--- src/rtl/mips_dbg_pkg.sv ---
// mips_dbg_pkg: debug-control states, command codes and HALT word shared across the pipeline
package mips_dbg_pkg;
  typedef enum logic [2:0] {
    ST_IDLE, ST_RUN, ST_STEP, ST_DRAIN, ST_HALTED, ST_DUMP_RD, ST_DUMP_OUT
  } state_t;
  localparam logic [1:0] CMD_NOP  = 2'b00;
  localparam logic [1:0] CMD_RUN  = 2'b01;
  localparam logic [1:0] CMD_STEP = 2'b10;
  localparam logic [1:0] CMD_DUMP = 2'b11;
  localparam logic [31:0] HALT_WORD = 32'hFFFF_FFFF;
endpackage

--- src/rtl/regfile_dump_seq.sv ---
// regfile_dump_seq: walks the register file debug port, presenting one captured word at a time
module regfile_dump_seq #(
  parameter int NB_DATA = 32,
  parameter int NB_ADDR = 5
) (
  input  logic               clk,
  input  logic               rst,
  input  logic               start,
  input  logic               capture,
  input  logic               ready,
  input  logic [NB_DATA-1:0] rd_data,
  output logic [NB_ADDR-1:0] addr,
  output logic               valid,
  output logic               last,
  output logic [NB_DATA-1:0] data,
  output logic               word_done,
  output logic               dump_done
);
  assign word_done = valid & ready;
  assign dump_done = word_done & last;
  always_ff @(posedge clk) begin
    if (rst) begin
      addr  <= '0;
      valid <= 1'b0;
      last  <= 1'b0;
      data  <= '0;
    end else if (start) begin
      addr  <= '0;
      valid <= 1'b0;
      last  <= 1'b0;
    end else if (capture) begin
      data  <= rd_data;
      valid <= 1'b1;
      last  <= &addr;
    end else if (word_done) begin
      valid <= 1'b0;
      last  <= 1'b0;
      addr  <= last ? addr : addr + NB_ADDR'(1);
    end
  end
endmodule

--- src/rtl/pipeline_run_ctrl.sv ---
// pipeline_run_ctrl: run/step/halt sequencer with post-HALT drain and register dump
module pipeline_run_ctrl
  import mips_dbg_pkg::*;
#(
  parameter int NB_DATA      = 32,
  parameter int NB_ADDR      = 5,
  parameter int DRAIN_CYCLES = 4
) (
  input  logic               clk,
  input  logic               i_reset,
  input  logic               i_cmd_valid,
  input  logic [1:0]         i_cmd,
  output logic               o_cmd_ready,
  input  logic               i_halt,
  output logic               o_step,
  output logic               o_front_hold,
  output logic               o_halted,
  output logic               o_busy,
  output logic [NB_ADDR-1:0] o_dbg_rd_addr,
  input  logic [NB_DATA-1:0] i_dbg_rd_data,
  output logic               o_dump_valid,
  output logic [NB_ADDR-1:0] o_dump_addr,
  output logic [NB_DATA-1:0] o_dump_data,
  output logic               o_dump_last,
  input  logic               i_dump_ready,
  output logic [31:0]        o_cycle_count
);
  localparam int NB_DRAIN = $clog2(DRAIN_CYCLES + 1);
  state_t state, state_d;
  logic [NB_DRAIN-1:0] drain_cnt;
  logic [31:0] cycle_q;
  logic ret_halted, accept, start, capture, word_done, dump_done, in_dump;
  assign o_cmd_ready   = state == ST_IDLE || state == ST_HALTED;
  assign o_step        = state == ST_RUN || state == ST_STEP || state == ST_DRAIN;
  assign in_dump       = state == ST_DUMP_RD || state == ST_DUMP_OUT;
  assign o_front_hold  = state == ST_DRAIN || state == ST_HALTED || (in_dump && ret_halted);
  assign o_dbg_rd_addr = capture ? o_dump_addr : '0;
  assign o_cycle_count = cycle_q;
  assign accept        = i_cmd_valid & o_cmd_ready;
  assign start         = accept && i_cmd == CMD_DUMP;
  assign capture       = state == ST_DUMP_RD;
  always_comb begin
    state_d = state;
    case (state)
      ST_IDLE:     if (accept) state_d = i_cmd == CMD_RUN  ? ST_RUN :
                                         i_cmd == CMD_STEP ? ST_STEP :
                                         i_cmd == CMD_DUMP ? ST_DUMP_RD : ST_IDLE;
      ST_RUN:      if (i_halt) state_d = ST_DRAIN;
      ST_STEP:     state_d = i_halt ? ST_DRAIN : ST_IDLE;
      ST_DRAIN:    if (drain_cnt == NB_DRAIN'(1)) state_d = ST_HALTED;
      ST_HALTED:   if (start) state_d = ST_DUMP_RD;
      ST_DUMP_RD:  state_d = ST_DUMP_OUT;
      ST_DUMP_OUT: state_d = dump_done ? (ret_halted ? ST_HALTED : ST_IDLE) :
                             word_done ? ST_DUMP_RD : ST_DUMP_OUT;
      default:     state_d = ST_IDLE;
    endcase
  end
  always_ff @(posedge clk) begin
    if (i_reset) begin
      state      <= ST_IDLE;
      drain_cnt  <= '0;
      ret_halted <= 1'b0;
      o_halted   <= 1'b0;
      o_busy     <= 1'b0;
      cycle_q    <= '0;
    end else begin
      state      <= state_d;
      drain_cnt  <= (state_d == ST_DRAIN && state != ST_DRAIN) ? NB_DRAIN'(DRAIN_CYCLES)
                                                               : drain_cnt - NB_DRAIN'(state == ST_DRAIN);
      ret_halted <= start ? state == ST_HALTED : ret_halted;
      o_halted   <= state_d == ST_HALTED;
      o_busy     <= !(state_d == ST_IDLE || state_d == ST_HALTED);
      if (o_step && !(&cycle_q)) cycle_q <= cycle_q + 32'd1;
    end
  end
  regfile_dump_seq #(.NB_DATA(NB_DATA), .NB_ADDR(NB_ADDR)) u_dump (
    .clk       (clk),
    .rst       (i_reset),
    .start     (start),
    .capture   (capture),
    .ready     (i_dump_ready),
    .rd_data   (i_dbg_rd_data),
    .addr      (o_dump_addr),
    .valid     (o_dump_valid),
    .last      (o_dump_last),
    .data      (o_dump_data),
    .word_done (word_done),
    .dump_done (dump_done)
  );
endmodule

--- config.mk ---
export PLATFORM = sky130hd
export DESIGN_NAME = pipeline_run_ctrl
export DESIGN_NICKNAME = d
export VERILOG_FILES = /design/src/rtl/mips_dbg_pkg.sv /design/src/rtl/regfile_dump_seq.sv /design/src/rtl/pipeline_run_ctrl.sv
export SDC_FILE = /design/constraint.sdc
export NUM_CORES = 1
export LEC_CHECK = 0
export ABC_CLOCK_PERIOD_IN_PS = 2750
export CORE_MARGIN = 2
export CORE_UTILIZATION = 46
export CTS_BUF_LIST = sky130_fd_sc_hd__clkbuf_4 sky130_fd_sc_hd__clkbuf_8 sky130_fd_sc_hd__clkbuf_16
export DETAILED_ROUTE_END_ITERATION = 12
export PLACE_DENSITY = 0.8
export SYNTH_ARGS = -nofsm -noshare
export SYNTH_HDL_FRONTEND = slang
export SYNTH_HIERARCHICAL = 1
export SYNTH_SLANG_ARGS = --single-unit
--- constraint.sdc ---
create_clock -name clk -period 2.75 [get_ports clk]
set_input_delay 0.55 -clock clk [delete_from_list [all_inputs] [get_ports clk]]
set_output_delay 0.55 -clock clk [all_outputs]
set_load 0.005 [all_outputs]
Word level (Yosys, flattened, before mapping)
Cells that the tools add are included.
{"block": "totals", "output_inout_bits": 81, "regBits": 80, "inputBits": 39}
{"block": "classes", "eq_ne": 13, "reduce_logical": 22, "n_addsub": 3, "mux": 17, "n_bitwise": 6}
{"operator": "adder 32 x 1 -> 32 bit, second input constant", "n": 1}
{"operator": "AND reduction 32 bit", "n": 1}
{"operator": "two-way mux 3 bit", "n": 10}
{"operator": "one-hot mux 3 bit (7 select lines)", "n": 1}
{"operator": "equality test 3 bit, second input constant", "n": 4}
{"operator": "equality test 3 x 2 -> 1 bit, second input constant", "n": 3}
{"operator": "logical OR 1 bit", "n": 7}
{"operator": "equality test 3 x 1 -> 1 bit, second input constant", "n": 2}
{"operator": "logical NOT 3 bit", "n": 2}
{"operator": "adder 5 x 1 -> 5 bit, second input constant", "n": 1}
{"operator": "two-way mux 5 bit", "n": 1}
{"operator": "AND reduction 5 bit", "n": 1}
{"operator": "equality test 2 bit, second input constant", "n": 2}
{"operator": "logical AND 1 bit", "n": 4}
{"operator": "two-way mux 2 bit", "n": 2}
{"operator": "OR reduction 2 bit", "n": 2}
{"operator": "bitwise AND 1 bit", "n": 3}
{"operator": "two-way mux 1 bit", "n": 3}
{"operator": "inequality test 3 x 2 -> 1 bit, second input constant", "n": 1}
{"operator": "NOT 1 bit", "n": 3}
{"operator": "AND reduction 3 bit", "n": 1}
{"operator": "subtractor 3 x 1 -> 3 bit", "n": 1}
{"operator": "equality test 2 x 1 -> 1 bit, second input constant", "n": 1}
{"operator": "logical NOT 1 bit", "n": 2}
{"operator": "other kinds (2)", "n": 2}

Logic depth before layout (Yosys ltp)
{"block": "logic_depth", "ltp_word": 9, "mapped_depth": 8, "mapped_depth_nobuf": 7}

Hierarchy
Netlist, hierarchy kept.
{"module": "pipeline_run_ctrl", "seq_area_each_um2": 820.8, "cells_per_inst": 268, "area_each_um2": 2245.9, "instances": 1}
{"module": "regfile_dump_seq", "seq_area_each_um2": 780.7, "cells_per_inst": 179, "area_each_um2": 1447.6, "instances": 1}

Least setup slack after synthesis
OpenSTA, ideal clock, no wires.
{"block": "synth_path", "path_type": "reg-to-reg", "from": "register cycle_q[0] (netlist: o_cycle_count[0])", "to": "register cycle_q[22] (netlist: o_cycle_count[22])", "t_arrival_ns": 1.944, "path_stages_with_launch": 7, "t_required_ns": 2.629, "setup_slack_ns": 0.686, "setup_ns": 0.121, "path_cell_list": "dfxtp_1 ha_1 inv_1 or4_4 a211oi_2 nor3b_1 mux2_2"}
{"block": "synth_between", "elab_chain_len": 3}
{"item": "from (decl)", "line_no": "pipeline_run_ctrl.sv:31", "text": "logic [31:0] cycle_q;"}
{"item": "from (signal assigned)", "line_no": "pipeline_run_ctrl.sv:73", "text": "if (o_step && !(&cycle_q)) cycle_q <= cycle_q + 32'd1;"}
{"item": "branches (longest 3 deep; another with adder 32 x 1 -> 32 bit)"}
Several ways; the timed one is not identified.
A chain may end at the register's enable or synchronous reset.

Worst setup path after layout
{"block": "layout_path", "from": "register state[1]", "to": "output o_step"}
{"block": "layout_between", "elab_chain_len": 3}
{"item": "from (decl)", "line_no": "pipeline_run_ctrl.sv:29", "text": "state_t state, state_d;"}
{"item": "from (signal assigned)", "line_no": "pipeline_run_ctrl.sv:67", "text": "state <= state_d;"}
{"item": "equality test 3 x 1 -> 1 bit or equality test 3 x 2 -> 1 bit (tied branches)", "line_no": "pipeline_run_ctrl.sv:34", "text": "assign o_step = state == ST_RUN || state == ST_STEP || state == ST_DRAIN;"}
{"item": "logical OR 1 bit", "line_no": "pipeline_run_ctrl.sv:34"}
{"item": "logical OR 1 bit *", "line_no": "pipeline_run_ctrl.sv:34"}
{"item": "to (decl)", "line_no": "pipeline_run_ctrl.sv:15", "text": "output logic o_step,"}
Mark *: on every way between the ends. The rest lies on a longest branch, timed or not.

==> summary.txt <==
Slew Viols, Final: 0
FF-to-FF Start: o_cycle_count[1]
Antenna diodes: 0
Initial Util: 0.476
Post-DP HPWL: 6860 microns
Pwr dens: 451 nW/um^2
Fin cells: 666
HP Class: register to register
Clock Path Buffers: 2
Cell area after synthesis: 3690 sq um
DRC marker count from the first detailed-route iteration: 145
Yosys reg bits: 80
Status: complete, no violations
Tmin final: 2550 ps
CTS Buf Count: 9
Final clock skew: 11.2 ps
H-tree levels: 3
Post-synth ARST share: 0
CTS resizes: 0
Row count: 32
Leading cell type in the layout, fill and taps excluded: clkdlybuf4s50_1
MaxCap Viol Count: 0
Overall power: 2330 uW
DP Cell Count: 650
Crit Path Class: register to output pin
Num ports: 120
DRT antenna net count: 0
Final core occ: 0.664
Clock sink count: 80
DR DRC count: 0
Yosys cell types: 55
GRT Overall Usage: 0.223
Yosys warnings: 6
Fmax: 0.393 GHz
I/O Buffers: 119
Final hold violation count: 0
Vias in the first global route: 3,352
First-pass GRT wire length: 15,800 microns
Share of layout cells above drive strength 1: 0.0869
P_leak: 0.00167 uW
Gate Count Post-Synth: 447
Die Span X: 93.6 microns
Via count: 3,605
Post-CTS Setup Bufs: 0
Largest net degree at the start of global routing: 40
Gr ovfl total: 0
RSZ-0062 raised after global routing: false
CP endpoint kind: output pin
Most used DFF post-synth: dfxtp_1
Hold depth: 2
Vias/cell: 5.41
CTS Hold Bufs: 0
Final setup fails: 0
Gpl congestion: 0.863
CTS tree: built
Slew @ Worst Pin: 606 ps
Total Neg Setup Slack: 0 ps
Final WL: 9560 microns
Critical path origin: state[1]
Worst Path Max Fanout: 17
Clk root buf: clkbuf_8
Nets@finish: 603
Data required, critical path: 2200 ps
Die area: 8760 sq um
Router iterations before antenna repair: 4
Synthesized Nets: 491
CP endpoint: o_step
Finished Cell Area: 5160 sq um
Relative slew slack: 0.593
Startpoint Class: register
Post-DR wirelength/cell: 14.4 microns
DP Area: 4950 sq um
Antenna violations before repair: 0
Average size of a mapped cell: 8.26 sq um
Core area: 7770 sq um
R2R depth: 6
R2r setup slk: 440 ps
Worst vdd ir: 0.312 mV
Clk slew on worst S/H paths: 80 ps
Die Y: 93.6 microns
Register area share after synthesis: 0.434
R2r endpoint: o_cycle_count[22]
Number of synthesized flops with an enable pin: 0
Worst-skew pair later-pin latency: 340 ps
P&R area growth vs syn: 39.7%
Period utilization: 0.926
Crit path DAT: 2000 ps
Most frequent cells in the layout: clkdlybuf4s50_1 (118), nand2_1 (86), dfxtp_1 (79)
## report_power, final
group	total, uW	internal [uW]	switching [uW]	leakage (uW)
combinational	245	134	111	0.000917
clock	871	447	424	0.000102
sequential	1210	1180	29.1	0.000646
## worst max-delay path: stages, from the launching register on
cell and delay [ps]:
dfxtp_1 570, o21bai_2 140, buf_4 200, inv_1 200, clkdlybuf4s50_1 540
## final cells by class
| cell class | count | area [sq um] |
|---|---|---|
| Clock buffer | 10 | 138 |
| Clock inverter | 6 | 68.8 |
| Fill cell | 640 | 2610 |
| Inverter | 11 | 41.3 |
| Multi-Input combinational cell | 328 | 1920 |
| Sequential cell | 80 | 1600 |
| Tap cell | 102 | 128 |
| Timing Repair Buffer | 129 | 1260 |
## state kept, by name, summed over array words and instances (netlist names)
signal / count
ret_halted: 1
o_halted: 1
drain_cnt: 3
state: 3
o_busy: 1
u_dump/data: 32
o_cycle_count: 32
u_dump/addr: 5
u_dump/valid: 1
u_dump/last: 1
## kinds of logic after synthesis
family / after synthesis / synth area share
AOI/OAI and AO/OA: 100 / 0.165
DFF: 80 / 0.434
buffers and inverters: 39 / 0.0471
and+or+nand+nor: 208 / 0.300
muxes: 3 / 0.00881
adders and majority gates: 5 / 0.0169
xor gates and xnor gates: 12 / 0.0285
## cell usage after synthesis, types with 6 or more instances
cell type  count  area share
nor2_1        23       0.023
nor2b_1        6       0.010
buf_2         10       0.014
nand4_1       10       0.017
or4_1          6       0.012
and2_1         7       0.012
o31ai_1        6       0.012
or3_1         12       0.020
xnor2_1       11       0.026
nand2_1       86       0.087
dfxtp_1       80        0.43
inv_1         11       0.011
nor3_1        10       0.014
a21oi_1       59       0.080
o21ai_0       15       0.020
nand3_1       11       0.015
clkbuf_1      14       0.014
## worst min path at each step
stage | from | end | slack, ps
finish | u_dump/data[6] | u_dump/data[6] | 450
floorplan | u_dump/data[0] | u_dump/data[0] | 450
detailed placement | u_dump/data[6] | u_dump/data[6] | 450
CTS | u_dump/data[6] | u_dump/data[6] | 460
global placement | u_dump/data[6] | u_dump/data[6] | 440
global route | u_dump/data[27] | u_dump/data[27] | 470
## through the flow
stage               hold WS [ps]  setup slack [ps]
detailed placement           446               478
global route                 471              69.2
finish                       455               203
floorplan                    453               686
global placement             441               525
CTS                          456               152
## per-layer routing
layer  global-route usage  vias up  share of wire
li1                     -     1810              -
met1                0.289     1680           0.46
met2                0.364      107           0.46
met3               0.0532        8          0.066
met4               0.0737        0          0.012
met5                    0        -              0
Power figures use the tool's default switching activity.
